$ cat config.mk
export PLATFORM = sky130hd
export DESIGN_NAME = alu_acc_seq
export DESIGN_NICKNAME = d
export VERILOG_FILES = /design/src/rtl/alu_acc_seq.sv
export SDC_FILE = /design/constraint.sdc
export NUM_CORES = 1
export LEC_CHECK = 0
export CAP_MARGIN = 10
export CORE_MARGIN = 2
export CORE_UTILIZATION = 50
export DETAILED_ROUTE_END_ITERATION = 10
export PLACE_DENSITY = 0.88
export SLEW_MARGIN = 20
export SYNTH_ARGS = -nofsm -noshare
export SYNTH_HDL_FRONTEND = slang
export SYNTH_SLANG_ARGS = --single-unit
export TNS_END_PERCENT = 5
$ cat constraint.sdc
create_clock -name clk -period 2.4 [get_ports clk]
set_clock_uncertainty 0.05 [all_clocks]
set_input_delay 0.6 -clock clk [delete_from_list [all_inputs] [get_ports clk]]
set_output_delay 0.6 -clock clk [all_outputs]
set_load 0.1 [all_outputs]
$ cat src/rtl/alu_acc_seq.sv
// Command sequencer in front of a 4-bit combinational ALU: keeps an accumulator, runs ALU ops,
// LOAD/READ, and a 4-pass shift-add MUL, and returns results over a valid/ready response port.
module alu_acc_seq (
    input  logic       clk,
    input  logic       rst,
    input  logic       cmd_valid,
    output logic       cmd_ready,
    input  logic [3:0] cmd_op,
    input  logic [3:0] cmd_data,
    output logic [3:0] alu_a,
    output logic [3:0] alu_b,
    output logic [2:0] alu_sel,
    input  logic [3:0] alu_out,
    input  logic       alu_cf,
    input  logic       alu_of,
    input  logic       alu_zf,
    output logic       rsp_valid,
    input  logic       rsp_ready,
    output logic [3:0] rsp_data,
    output logic       rsp_cf,
    output logic       rsp_of,
    output logic       rsp_zf,
    output logic       rsp_err,
    output logic [3:0] acc
);

    typedef enum logic [1:0] {IDLE, EXEC, MUL, RESP} state_t;

    state_t     state, state_nxt;
    logic [2:0] sel_q;
    logic [3:0] data_q;
    logic [3:0] p, md, m;
    logic [1:0] cnt;
    logic       lost, of_sticky;
    logic       accept;
    logic [3:0] p_nxt;
    logic       of_nxt;
    logic [3:0] exec_res;
    logic       exec_arith;

    assign accept     = cmd_valid && cmd_ready;
    assign p_nxt      = m[0] ? alu_out : p;
    assign of_nxt     = of_sticky | (m[0] & (alu_cf | lost));
    // Compare selects yield a boolean; only bit 0 of the ALU result is meaningful.
    assign exec_res   = (sel_q[2:1] == 2'b11) ? {3'b000, alu_out[0]} : alu_out;
    assign exec_arith = (sel_q[2:1] == 2'b00);

    always_ff @(posedge clk or posedge rst) begin
        if (rst) state <= IDLE;
        else     state <= state_nxt;
    end

    always_comb begin
        state_nxt = state;
        case (state)
            IDLE: if (accept) begin
                if (!cmd_op[3])          state_nxt = EXEC;
                else if (cmd_op == 4'd9) state_nxt = MUL;
                else                     state_nxt = RESP;
            end
            EXEC:    state_nxt = RESP;
            MUL:     if (cnt == 2'd3) state_nxt = RESP;
            RESP:    if (rsp_ready) state_nxt = IDLE;
            default: state_nxt = IDLE;
        endcase
    end

    always_comb begin
        cmd_ready = (state == IDLE) && !rst;
        rsp_valid = (state == RESP);
        alu_a     = acc;
        alu_b     = 4'd0;
        alu_sel   = 3'b000;
        case (state)
            EXEC: begin
                alu_b   = data_q;
                alu_sel = sel_q;
            end
            MUL: begin
                alu_a = p;
                alu_b = md;
            end
            default: ;
        endcase
    end

    always_ff @(posedge clk or posedge rst) begin
        if (rst) begin
            acc       <= 4'd0;
            sel_q     <= 3'd0;
            data_q    <= 4'd0;
            p         <= 4'd0;
            md        <= 4'd0;
            m         <= 4'd0;
            cnt       <= 2'd0;
            lost      <= 1'b0;
            of_sticky <= 1'b0;
            rsp_data  <= 4'd0;
            rsp_cf    <= 1'b0;
            rsp_of    <= 1'b0;
            rsp_zf    <= 1'b0;
            rsp_err   <= 1'b0;
        end else begin
            case (state)
                IDLE: if (accept) begin
                    sel_q     <= cmd_op[2:0];
                    data_q    <= cmd_data;
                    p         <= 4'd0;
                    md        <= acc;
                    m         <= cmd_data;
                    cnt       <= 2'd0;
                    lost      <= 1'b0;
                    of_sticky <= 1'b0;
                    rsp_cf    <= 1'b0;
                    rsp_of    <= 1'b0;
                    rsp_zf    <= 1'b0;
                    rsp_err   <= 1'b0;
                    if (cmd_op == 4'd8) begin
                        acc      <= cmd_data;
                        rsp_data <= cmd_data;
                        rsp_zf   <= (cmd_data == 4'd0);
                    end else if (cmd_op == 4'd10) begin
                        rsp_data <= acc;
                        rsp_zf   <= (acc == 4'd0);
                    end else if (cmd_op > 4'd10) begin
                        rsp_data <= acc;
                        rsp_err  <= 1'b1;
                    end
                end
                EXEC: begin
                    acc      <= exec_res;
                    rsp_data <= exec_res;
                    rsp_zf   <= alu_zf;
                    rsp_cf   <= exec_arith & alu_cf;
                    rsp_of   <= exec_arith & alu_of;
                end
                MUL: begin
                    // A carry out of any accepted partial sum, or a set bit shifted out of the
                    // multiplicand before it is added, both mean the product exceeds 4 bits.
                    p         <= p_nxt;
                    of_sticky <= of_nxt;
                    lost      <= lost | md[3];
                    md        <= {md[2:0], 1'b0};
                    m         <= {1'b0, m[3:1]};
                    cnt       <= cnt + 2'd1;
                    if (cnt == 2'd3) begin
                        acc      <= p_nxt;
                        rsp_data <= p_nxt;
                        rsp_cf   <= 1'b0;
                        rsp_of   <= of_nxt;
                        rsp_zf   <= (p_nxt == 4'd0);
                    end
                end
                default: ;
            endcase
        end
    end

endmodule

======== After elaboration in Yosys (flattened, before gate mapping) ========
Cells that the tools add are included.
word-level totals
  bits in registers ....................... 37
  bits of input ports ..................... 19
  output and inout port bits .............. 25
  word-level logic and storage cells ...... 95
cells by class
  $add $sub $neg .......................... 1
  order comparisons ....................... 1
  eq/ne operators ......................... 13
  multiplexer cells ....................... 43
  bitwise operators ....................... 6
  reduce and logical (&&, ||, !) cells .... 16
operator list
  cell                                                   count
  two-way mux 4 bit                                      13
  case mux 4 bit (2 select lines)                        4
  case mux 4 bit (3 select lines)                        2
  == test 4 bit, second input constant                   3
  logical NOT 4 bit                                      3
  two-way mux 1 bit                                      11
  two-way mux 2 bit                                      5
  case mux 1 bit (3 select lines)                        3
  == test 2 bit, second input constant                   4
  case mux 2 bit (4 select lines)                        1
  AND reduction 4 bit                                    2
  AND reduction 3 bit                                    2
  greater-than comparator 4 bit, second input constant   1
  logical NOT 2 bit                                      2
  inequality test 2 x 1 -> 1 bit, second input constant  2
  inequality test 2 bit, second input constant           2
  inequality test 4 x 1 -> 1 bit, second input constant  1
  case mux 1 bit (2 select lines)                        2
  case mux 2 bit (2 select lines)                        1
  AND reduction 2 bit                                    2
  bitwise AND 1 bit                                      3
  two-way mux 3 bit                                      1
  bitwise OR 1 bit                                       3
  nonzero test 3 bit                                     1
  5 further kinds                                        6

======== Depth between registers and ports, before layout ========
Gate-level depths: netlist of run 1.
  depth in word-level cells ............... 6
  mapped depth ............................ 7
  gate-level depth less buffers ........... 6

======== Worst setup path before layout of run 1 ========
OpenSTA, ideal clock, no wires.
  path kind ............................... reg-to-output
  start point ............................. register acc[1]
  end point ............................... output port alu_a[1]
  data arrival time ....................... 3208 ps
  required time ........................... 1750 ps
  setup slack ............................. -1458 ps
  cell stages (with the launch flop) ...... 3
  path buffers ............................ 0
  cells stage by stage .................... dfrtp_1 > inv_1 > o21ai_0
between the ends
  cells in the longest elaborated chain, start to end .. 1
ends and longest elaborated chain
  item                    line  text
  start, declared         24    output logic [3:0] acc
  start signal, assigned  119   acc <= cmd_data;
  start signal, assigned  131   acc <= exec_res;
  start signal, assigned  147   acc <= p_nxt;
  two-way mux 4 bit       74    case (state)
  end, declared           10    output logic [3:0] alu_a,
No other way between the ends.

======== Worst setup path after layout of run 1 ========
  start point ............................. register state[1]
  end point ............................... output port alu_b[2]
between the ends
  cells in the longest elaborated chain, start to end .. 2
  elaborated cells between the ends (all ways) .. 3
  those cells by class .................... eq/ne: 2; mux: 1
ends and longest elaborated chain
  item                                                            line  text
  start, declared                                                 29    state_t state, state_nxt;
  start signal, assigned                                          50    else state <= state_nxt;
  == test 2 bit / == test 2 x 1 -> 1 bit (equally long branches)  74
  case mux 4 bit (2 select lines) (*)                             74
  end, declared                                                   11    output logic [3:0] alu_b,
Mark *: on every way between the ends. The rest lies on a longest branch, timed or not.

==> results of run 1 <==
-- state kept, by name, summed over array words and instances, names as in the netlist --
register   cells
rsp_zf         1
cnt            2
lost           1
m              4
p              4
rsp_of         1
md             4
acc            4
of_sticky      1
state          2
sel_q          3
data_q         4
rsp_data       4
rsp_cf         1
rsp_err        1
-- layout make-up --
cell class,count,area share [%]
flip-flops and latches,37,30.8
multi-input cells,156,40.0
clock inverters,2,0.458
repair buffers,57,22.4
well taps,50,2.08
inverters,11,1.50
clock buffers,6,2.75
-- routing by layer --
metal	track usage [%]	wire (um)
met5	0	0
met4	10.9	207
met3	5.96	494
met2	40.1	2950
met1	36.1	2560
-- worst max-delay path by stage --
stage | slack, ns | endpoint | cells after the start
global route | -0.04 | alu_b[1] | 5
CTS | 0.003 | alu_b[2] | 5
detailed placement | 0.05 | rsp_data[1] | 5
global placement | 0.09 | rsp_data[1] | 5
finish | 0.0008 | alu_b[2] | 5
floorplan | -0.37 | alu_b[0] | 6
-- worst min-delay path, cell delays in order (launching register included) --
cell and delay (ns):
dfrtp_1 0.37, nand2_1 0.05, o31ai_1 0.05
-- kinds of logic after synthesis --
family | count (synthesis) | share of synthesized area (%)
flip-flops | 37 | 43.1
buffers and inverters | 21 | 4.43
AO/OA/AOI/OAI | 57 | 18.5
adder cells (fa/ha/maj) | 7 | 4.08
AND/OR/NAND/NOR | 62 | 14.8
multiplexers | 30 | 15.1
-- what timing repair did --
action,CTS,global route
cloned,1,0
pin swaps,0,4
setup buffers,1,2
endpoints found under the hold margin,0,0
resized for setup,2,12
endpoints found under the setup margin,10,8
-- stage by stage --
step	std cells	hold WS [ns]	worst slack [ns]	cell area [um^2]	util, %
after detailed placement	307	0.431	0.0471	2790	68.8
after CTS	317	0.447	0.00306	2930	72.3
after global placement	307	0.415	0.0900	2790	68.8
after floorplan	214	0.400	-0.368	2160	-
final	319	0.457	0.000799	3010	74.1
after global routing	319	0.484	-0.0389	3010	74.1
-- synth_stat cells, types with 2 or more instances --
| library cell | number | area, um^2 |
|---|---|---|
| nor3b_1 | 2 | 15.0 |
| nand2_1 | 22 | 82.6 |
| o22ai_1 | 2 | 12.5 |
| inv_1 | 11 | 41.3 |
| buf_2 | 7 | 35.0 |
| a31oi_1 | 3 | 18.8 |
| o21ai_0 | 15 | 75.1 |
| nor4_1 | 2 | 12.5 |
| dfrtp_1 | 37 | 926 |
| nor2b_1 | 3 | 18.8 |
| nand3_1 | 2 | 10.0 |
| nor2_1 | 15 | 56.3 |
| a41o_1 | 2 | 20.0 |
| and2_1 | 4 | 25.0 |
| a22o_1 | 3 | 26.3 |
| a22oi_1 | 4 | 30.0 |
| a21oi_1 | 8 | 40.0 |
| clkbuf_1 | 2 | 7.51 |
| nand3b_1 | 2 | 15.0 |
| nor3_1 | 4 | 20.0 |
| mux2i_1 | 10 | 100 |
| mux2_2 | 19 | 214 |
| a21boi_0 | 2 | 15.0 |
| nand2b_1 | 2 | 12.5 |
| a32oi_1 | 2 | 17.5 |
| ha_1 | 7 | 87.6 |
==> impl_metrics.csv, run 1 <==
group,metric,value,unit
worst_setup_path,endpoint_kind,"primary output",
worst_setup_path,worstReg2RegEnd,"acc[2]",
routing,post_drt_via_cell_ratio,6.17,
timing,fin_tns_setup,0,ns
final_layout,multiInputGateArea,1200,um^2
final_layout,final_common_cell,"dfrtp_1",
clock_network,htree_levels,2,
clock_network,root_buffer,"clkbuf_8",
routing,post-route-drc-count,0,
final_layout,layout-drive-gt1-share,31.6,%
global_route,globalRouteTotalUtil,26.3,%
timing,fin_crit,2.40,ns
worst_setup_path,rrSetupSlack,0.35,ns
min_path,holdPathStages,2,
routing,vias,1967,
worst_setup_path,cp-start-kind,"flop",
worst_setup_path,cp.arrival,1.75,ns
status,outcome,"finished, final reports clean",
min_path,hold_path_end,"rsp_err",
routing,antenna_left,0,
flow_run,timing.max_cap.violations,0,
yosys,syn_area,2150,um^2
worst_setup_path,critPathKind,"flop to primary output",
yosys,yosysWarnings,0,
yosys,ys_ff_latch,37,
worst_setup_path,worstRegToRegCells,8,
global_route,gr-total-overflow,0,
worst_setup_path,cp_max_fo,6,
global_route,grt_pass1_vias,1948,
floorplanning,io_pins,44,
timing,finalCritPeriodShare,100,%
clock_network,cts_buffer_depth,2,
worst_setup_path,worstReg2RegStart,"state[0]",
worst_setup_path,crit_start,"state[1]",
floorplanning,dieHeight,69.6,um
yosys,ys_types,48,
clock_network,cts_inserted_buffers,5,
timing,report.final.slew_viol_count,0,
routing,firstDrtPassIters,9,
worst_setup_path,cp_data_required_time,1.75,ns
clock_network,cts_sinks,37,
clock_network,clk_pin_slew_worst_paths,0.08,ns
placed_design,hpwl,4170,um
yosys,yosysSeqAreaShare,43.1,%
placed_design,io_buffers,43,
timing,setup_viol,0,
timing,slew_headroom,67.3,%
floorplanning,rows,23,
final_layout,num_antenna_cells,0,
clock_network,cts_tree,"built",
yosys,syn_inst,214,
placed_design,place_congestion,0.943,
worst_setup_path,cp_slowest_cell,"dfrtp_2",
floorplanning,die_area,4840,um^2
yosys,synth-edff-count,0,
final_layout,fillers,262,
global_route,antenna_found_initial,0,
floorplanning,core_area,4060,um^2
routing,routed_wirelength,6200,um
final_layout,seq_area,927,um^2
worst_setup_path,slowest_delay,0.42,ns
min_path,hold_path.class,"flop to flop",
yosys,syn-num-nets,240,
min_path,min_from,"rsp_err",
timing,worst_slew_pin_slew,0.490,ns
floorplanning,start_util,52.9,%
worst_setup_path,crit_buf_inv,3,
yosys,synthFlopType,"dfrtp_1",
clock_network,cts_hold_buf,0,
global_route,grt_pass1_wl,9970,um
routing,wl_per_cell,19.4,um
final_layout,nets,294,
final_layout,area_delta_synth_final,39.9,%
worst_setup_path,path_cells,"inv_2 > ha_4 > clkinvlp_4 > nor2_4 > buf_12",
yosys,syn_avg_cell_area,10.0,um^2
global_route,grt_max_degree,38,
worst_setup_path,cp_top_family,"buffers and inverters",
final_layout,final_cell_mix,"36 x dfrtp_1, 24 x buf_4, 22 x nand2_1, 19 x mux2_2, 18 x clkdlybuf4s50_1",
floorplanning,fp.dieW,69.6,um
timing,timing.fmax,417,MHz
timing,hold_viol,0,
clock_network,clk_latency,0.30,ns
routing,drt-initial-drc-count,308,
yosys,synth-async-reset-ratio,100,%
Power of run 1 is left out: the tool's default activity adds up to more than one toggle a clock period on the data nets, which glitch-free logic cannot reach.
==> run 2, diff against run 1 <==
--- a/config.mk
+++ b/config.mk
@@ -6,7 +6,6 @@
 export NUM_CORES = 1
 export LEC_CHECK = 0
 export CAP_MARGIN = 10
-export CORE_MARGIN = 2
 export CORE_UTILIZATION = 50
 export DETAILED_ROUTE_END_ITERATION = 10
 export PLACE_DENSITY = 0.88
==> impl_metrics.csv, run 2 (synthesis gave the netlist of run 1 again) <==
group,metric,value,unit
clock_network,cts_inserted_buffers,5,
status,violations,"negative setup slack",
routing,firstDrtPassIters,4,
routing,antenna_left,0,
worst_setup_path,path_cells,"clkinvlp_4 > ha_4 > clkinvlp_4 > nor2_4 > buf_12",
final_layout,num_antenna_cells,0,
timing,worst_slew_pin_slew,0.497,ns
min_path,hold_path_end,"m[1]",
global_route,antenna_found_initial,0,
final_layout,layout-drive-gt1-share,33.8,%
timing,timing.fmax,415,MHz
global_route,grt_pass1_vias,1991,
final_layout,nets,297,
clock_network,cts_hold_buf,0,
clock_network,cts_buffer_depth,2,
global_route,grt_pass1_wl,9700,um
global_route,globalRouteTotalUtil,29.5,%
routing,post-route-drc-count,0,
worst_setup_path,endpoint_kind,"primary output",
floorplanning,io_pins,44,
floorplanning,fp.dieW,67.6,um
flow_run,timing.max_cap.violations,0,
timing,fin_crit,2.41,ns
min_path,holdPathStages,2,
routing,wl_per_cell,19.4,um
worst_setup_path,cp_slowest_cell,"dfrtp_2",
worst_setup_path,cpMostUsedCell,"clkinvlp_4",
placed_design,hpwl,4200,um
placed_design,io_buffers,43,
clock_network,clk_pin_slew_worst_paths,0.07,ns
worst_setup_path,cp-start-kind,"flop",
worst_setup_path,cp_top_family,"buffers and inverters",
worst_setup_path,cp_max_fo,6,
clock_network,htree_levels,2,
floorplanning,die_area,4560,um^2
clock_network,clk_latency,0.29,ns
final_layout,final_cell_mix,"35 x dfrtp_1, 27 x buf_4, 22 x nand2_1, 19 x mux2_2, 18 x clkdlybuf4s50_1",
floorplanning,dieHeight,67.6,um
worst_setup_path,cp_data_required_time,1.75,ns
timing,hold_viol,0,
final_layout,stdcell_count,322,
placed_design,place_congestion,0.896,
final_layout,area_delta_synth_final,41.6,%
clock_network,cts_sinks,37,
floorplanning,start_util,52.9,%
floorplanning,core_area,4060,um^2
worst_setup_path,cp.arrival,1.76,ns
clock_network,root_buffer,"clkbuf_8",
status,outcome,"finished with violations",
worst_setup_path,worstReg2RegStart,"state[1]",
clock_network,cts_tree,"built",
timing,setup_ws,-0.00856,ns
floorplanning,rows,23,
min_path,hold_path.class,"flop to flop",
routing,vias,1967,
routing,drt-initial-drc-count,196,
timing,report.final.slew_viol_count,0,
global_route,grt_max_degree,38,
timing,finalCritPeriodShare,100,%
global_route,gr-total-overflow,0,
worst_setup_path,rrSetupSlack,0.29,ns
min_path,min_from,"m[1]",
final_layout,fillers,250,
timing,grt_setup_unrepaired,"true",
placed_design,dp_cells,308,
timing,slew_headroom,66.7,%
worst_setup_path,worstReg2RegEnd,"acc[2]",
worst_setup_path,crit_buf_inv,3,
worst_setup_path,slowest_delay,0.42,ns
routing,routed_wirelength,6240,um
final_layout,final_common_cell,"dfrtp_1",
worst_setup_path,worstRegToRegCells,8,
worst_setup_path,critPathKind,"flop to primary output",
timing,setup_viol,2,
routing,post_drt_via_cell_ratio,6.11,
==> run 2: stage by stage <==
stage                     hold slack (ns)  setup slack (ns)  setup TNS, ns  area [um^2]  util (%)
after CTS                           0.451            0.0293              0         2930      72.2
after floorplan                     0.400            -0.368          -1.72         2160         -
after global placement              0.412            0.0931              0         2800      69.0
final                               0.446          -0.00856       -0.00924         3040      75.0
after global routing                0.470           -0.0716         -0.269         3040      75.0
after detailed placement            0.433            0.0404              0         2800      69.0
==> run 2: worst max-delay path by stage <==
stage | startpoint | to | slack (ns) | cells past startpoint
floorplan | state[0] | alu_b[0] | -0.37 | 6
global placement | cmd_op[1] | rsp_data[1] | 0.09 | 5
detailed placement | cmd_op[1] | rsp_data[1] | 0.04 | 5
CTS | state[1] | cmd_ready | 0.03 | 5
global route | state[1] | alu_b[3] | -0.07 | 5
finish | state[1] | alu_b[3] | -0.009 | 5
==> run 2: cell type report <==
class,instances,area (um^2),area share (%)
sequential,37,928,30.5
tap,50,62.6,2.06
clock inverter,2,10.0,0.329
clock buffer,6,72.6,2.39
timing repair buffer,60,696,22.9
multi-input combinational,156,1220,40.1
inverter,11,51.3,1.69
==> run 2: worst min-delay path: stages, from the launching register on <==
cell and delay, ns:
dfrtp_1 0.35, nand2_1 0.05, o21ai_0 0.06
==> run 2: layer usage <==
layer	track usage, %	wire [um]	vias to the layer above	part of all wire, %
li1	-	-	890	-
met1	37.4	2560	961	41
met2	46.0	3020	89	48
met3	7.43	448	27	7.2
met4	15.2	212	0	3.4
met5	0	0	-	0
==> run 2: timing repair <==
| item | CTS | global route |
|---|---|---|
| gates resized for setup | 4 | 16 |
| endpoints found under the setup margin | 5 | 8 |
| pin swaps | 0 | 4 |
| gates cloned | 1 | 0 |
| setup buffers | 0 | 5 |
Power of run 2 is left out for the same reason.
==> run 3, diff against run 2 <==
--- a/config.mk
+++ b/config.mk
@@ -9,6 +9,7 @@
 export CORE_UTILIZATION = 50
 export DETAILED_ROUTE_END_ITERATION = 10
 export PLACE_DENSITY = 0.88
+export RECOVER_POWER = 100
 export SLEW_MARGIN = 20
 export SYNTH_ARGS = -nofsm -noshare
 export SYNTH_HDL_FRONTEND = slang
==> impl_metrics.csv, run 3 (synthesis gave the netlist of run 1 again) <==
group,metric,value,unit
worst_setup_path,cp.arrival,1.76,ns
routing,maxUsedRoutingLayer,"met4",
placed_design,place_congestion,0.896,
flow_run,timing.max_cap.violations,0,
worst_setup_path,worstRegToRegCells,8,
final_layout,area_delta_synth_final,38.1,%
floorplanning,rows,23,
clock_network,clk_pin_slew_worst_paths,0.07,ns
timing,report.final.slew_viol_count,0,
global_route,grt_max_degree,38,
routing,wl_per_cell,19.5,um
clock_network,clk_latency,0.29,ns
timing,setup_viol,2,
worst_setup_path,crit_start,"state[1]",
timing,slew_headroom,38.2,%
routing,post-route-drc-count,0,
clock_network,cts_buffer_depth,2,
routing,wl_met3,540,um
final_layout,num_antenna_cells,0,
floorplanning,dieHeight,67.6,um
final_layout,nets,297,
final_layout,final_common_cell,"dfrtp_1",
min_path,hold_path.class,"flop to flop",
global_route,globalRouteTotalUtil,29.5,%
floorplanning,fp.dieW,67.6,um
routing,routed_wirelength,6290,um
worst_setup_path,worstReg2RegStart,"state[1]",
global_route,grt_pass1_vias,1991,
routing,drt-initial-drc-count,200,
placed_design,preCtsSetupSlack,0.0404,ns
clock_network,cts_tree,"built",
timing,timing.fmax,414,MHz
placed_design,dpl_cell_area,2800,um^2
status,outcome,"finished with violations",
worst_setup_path,cp_max_fo,6,
clock_network,root_buffer,"clkbuf_8",
routing,wl_met2,2990,um
worst_setup_path,endpoint_kind,"primary output",
final_layout,final_cell_mix,"35 x dfrtp_1, 22 x nand2_1, 19 x mux2_2, 16 x clkdlybuf4s50_1",
clock_network,cts_inserted_buffers,5,
global_route,antenna_found_initial,0,
placed_design,io_buffers,43,
worst_setup_path,cp_data_required_time,1.75,ns
global_route,gr-total-overflow,0,
floorplanning,die_area,4560,um^2
timing,fin_crit,2.41,ns
routing,met1_length,2520,um
worst_setup_path,cp-start-kind,"flop",
routing,firstDrtPassIters,4,
floorplanning,start_util,52.9,%
global_route,grt_pass1_wl,9700,um
timing,worst_slew_pin_slew,0.927,ns
routing,vias,1995,
worst_setup_path,worstReg2RegEnd,"acc[2]",
worst_setup_path,critPathKind,"flop to primary output",
placed_design,hpwl,4200,um
timing,whs,0.446,ns
status,violations,"negative setup slack",
timing,setup_ws,-0.0134,ns
final_layout,fin_area,2970,um^2
final_layout,fillers,270,
worst_setup_path,rrSetupSlack,0.16,ns
floorplanning,io_pins,44,
final_layout,layout-drive-gt1-share,31.3,%
timing,hold_viol,0,
clock_network,htree_levels,2,
worst_setup_path,setup.worst_path.end,"alu_b[3]",
timing,grt_setup_unrepaired,"true",
timing,finalCritPeriodShare,101,%
routing,antenna_left,0,
routing,post_drt_via_cell_ratio,6.20,
floorplanning,core_area,4060,um^2
clock_network,cts_sinks,37,
==> run 3: cell types whose count changed in the layout (fill, tap and decap cells not counted), sizes merged <==
cell / delta
buf: -16
clkbuf: +16
clkdlybuf4s50: -2
dlygate4sd3: +2
==> run 3: layer usage <==
metal / vias up / GRT usage [%]
met5: - / 0
met4: 0 / 15.2
met3: 31 / 7.43
met2: 114 / 46.0
met1: 958 / 37.4
li1: 892 / -
==> run 3: metrics by stage <==
stage,util (%),std cells,TNS (ns)
6_report,73.1,322,-0.0211
5_1_grt,73.1,322,-0.284
4_1_cts,72.2,317,0
3_5_place_dp,69.0,308,0
3_3_place_gp,69.0,308,0
2_1_floorplan,-,214,-1.72
==> run 3: worst min-delay path by stage <==
stage | from | to | slack [ns] | cells after the start
2_1_floorplan | m[1] | m[1] | 0.40 | 2
3_3_place_gp | m[2] | m[2] | 0.41 | 2
3_5_place_dp | rsp_err | rsp_err | 0.43 | 2
4_1_cts | rsp_err | rsp_err | 0.45 | 2
5_1_grt | sel_q[0] | sel_q[0] | 0.47 | 1
6_report | rsp_err | rsp_err | 0.45 | 2
==> run 3: layout make-up <==
type | instances | area [um^2] | share of cell area [%]
sequential | 37 | 928 | 31.3
clock inverter | 2 | 10.0 | 0.337
timing repair buffer | 60 | 641 | 21.6
inverter | 11 | 51.3 | 1.73
tap | 50 | 62.6 | 2.11
multi-input combinational | 156 | 1200 | 40.5
clock buffer | 6 | 72.6 | 2.45
==> run 3: critical path: stages (launching register included) <==
cell and delay (ns):
dfrtp_2 0.42, clkinvlp_4 0.14, ha_4 0.30, clkinvlp_4 0.23, nor2_4 0.19, buf_12 0.19
==> run 3: timing repair <==
item,4_1_cts,5_1_grt
setup buffers,0,5
pin swaps,0,4
hold buffers,0,0
endpoints found under the setup margin,5,8
gates cloned,1,0
gates resized for setup,4,16
Power of run 3 is left out for the same reason.
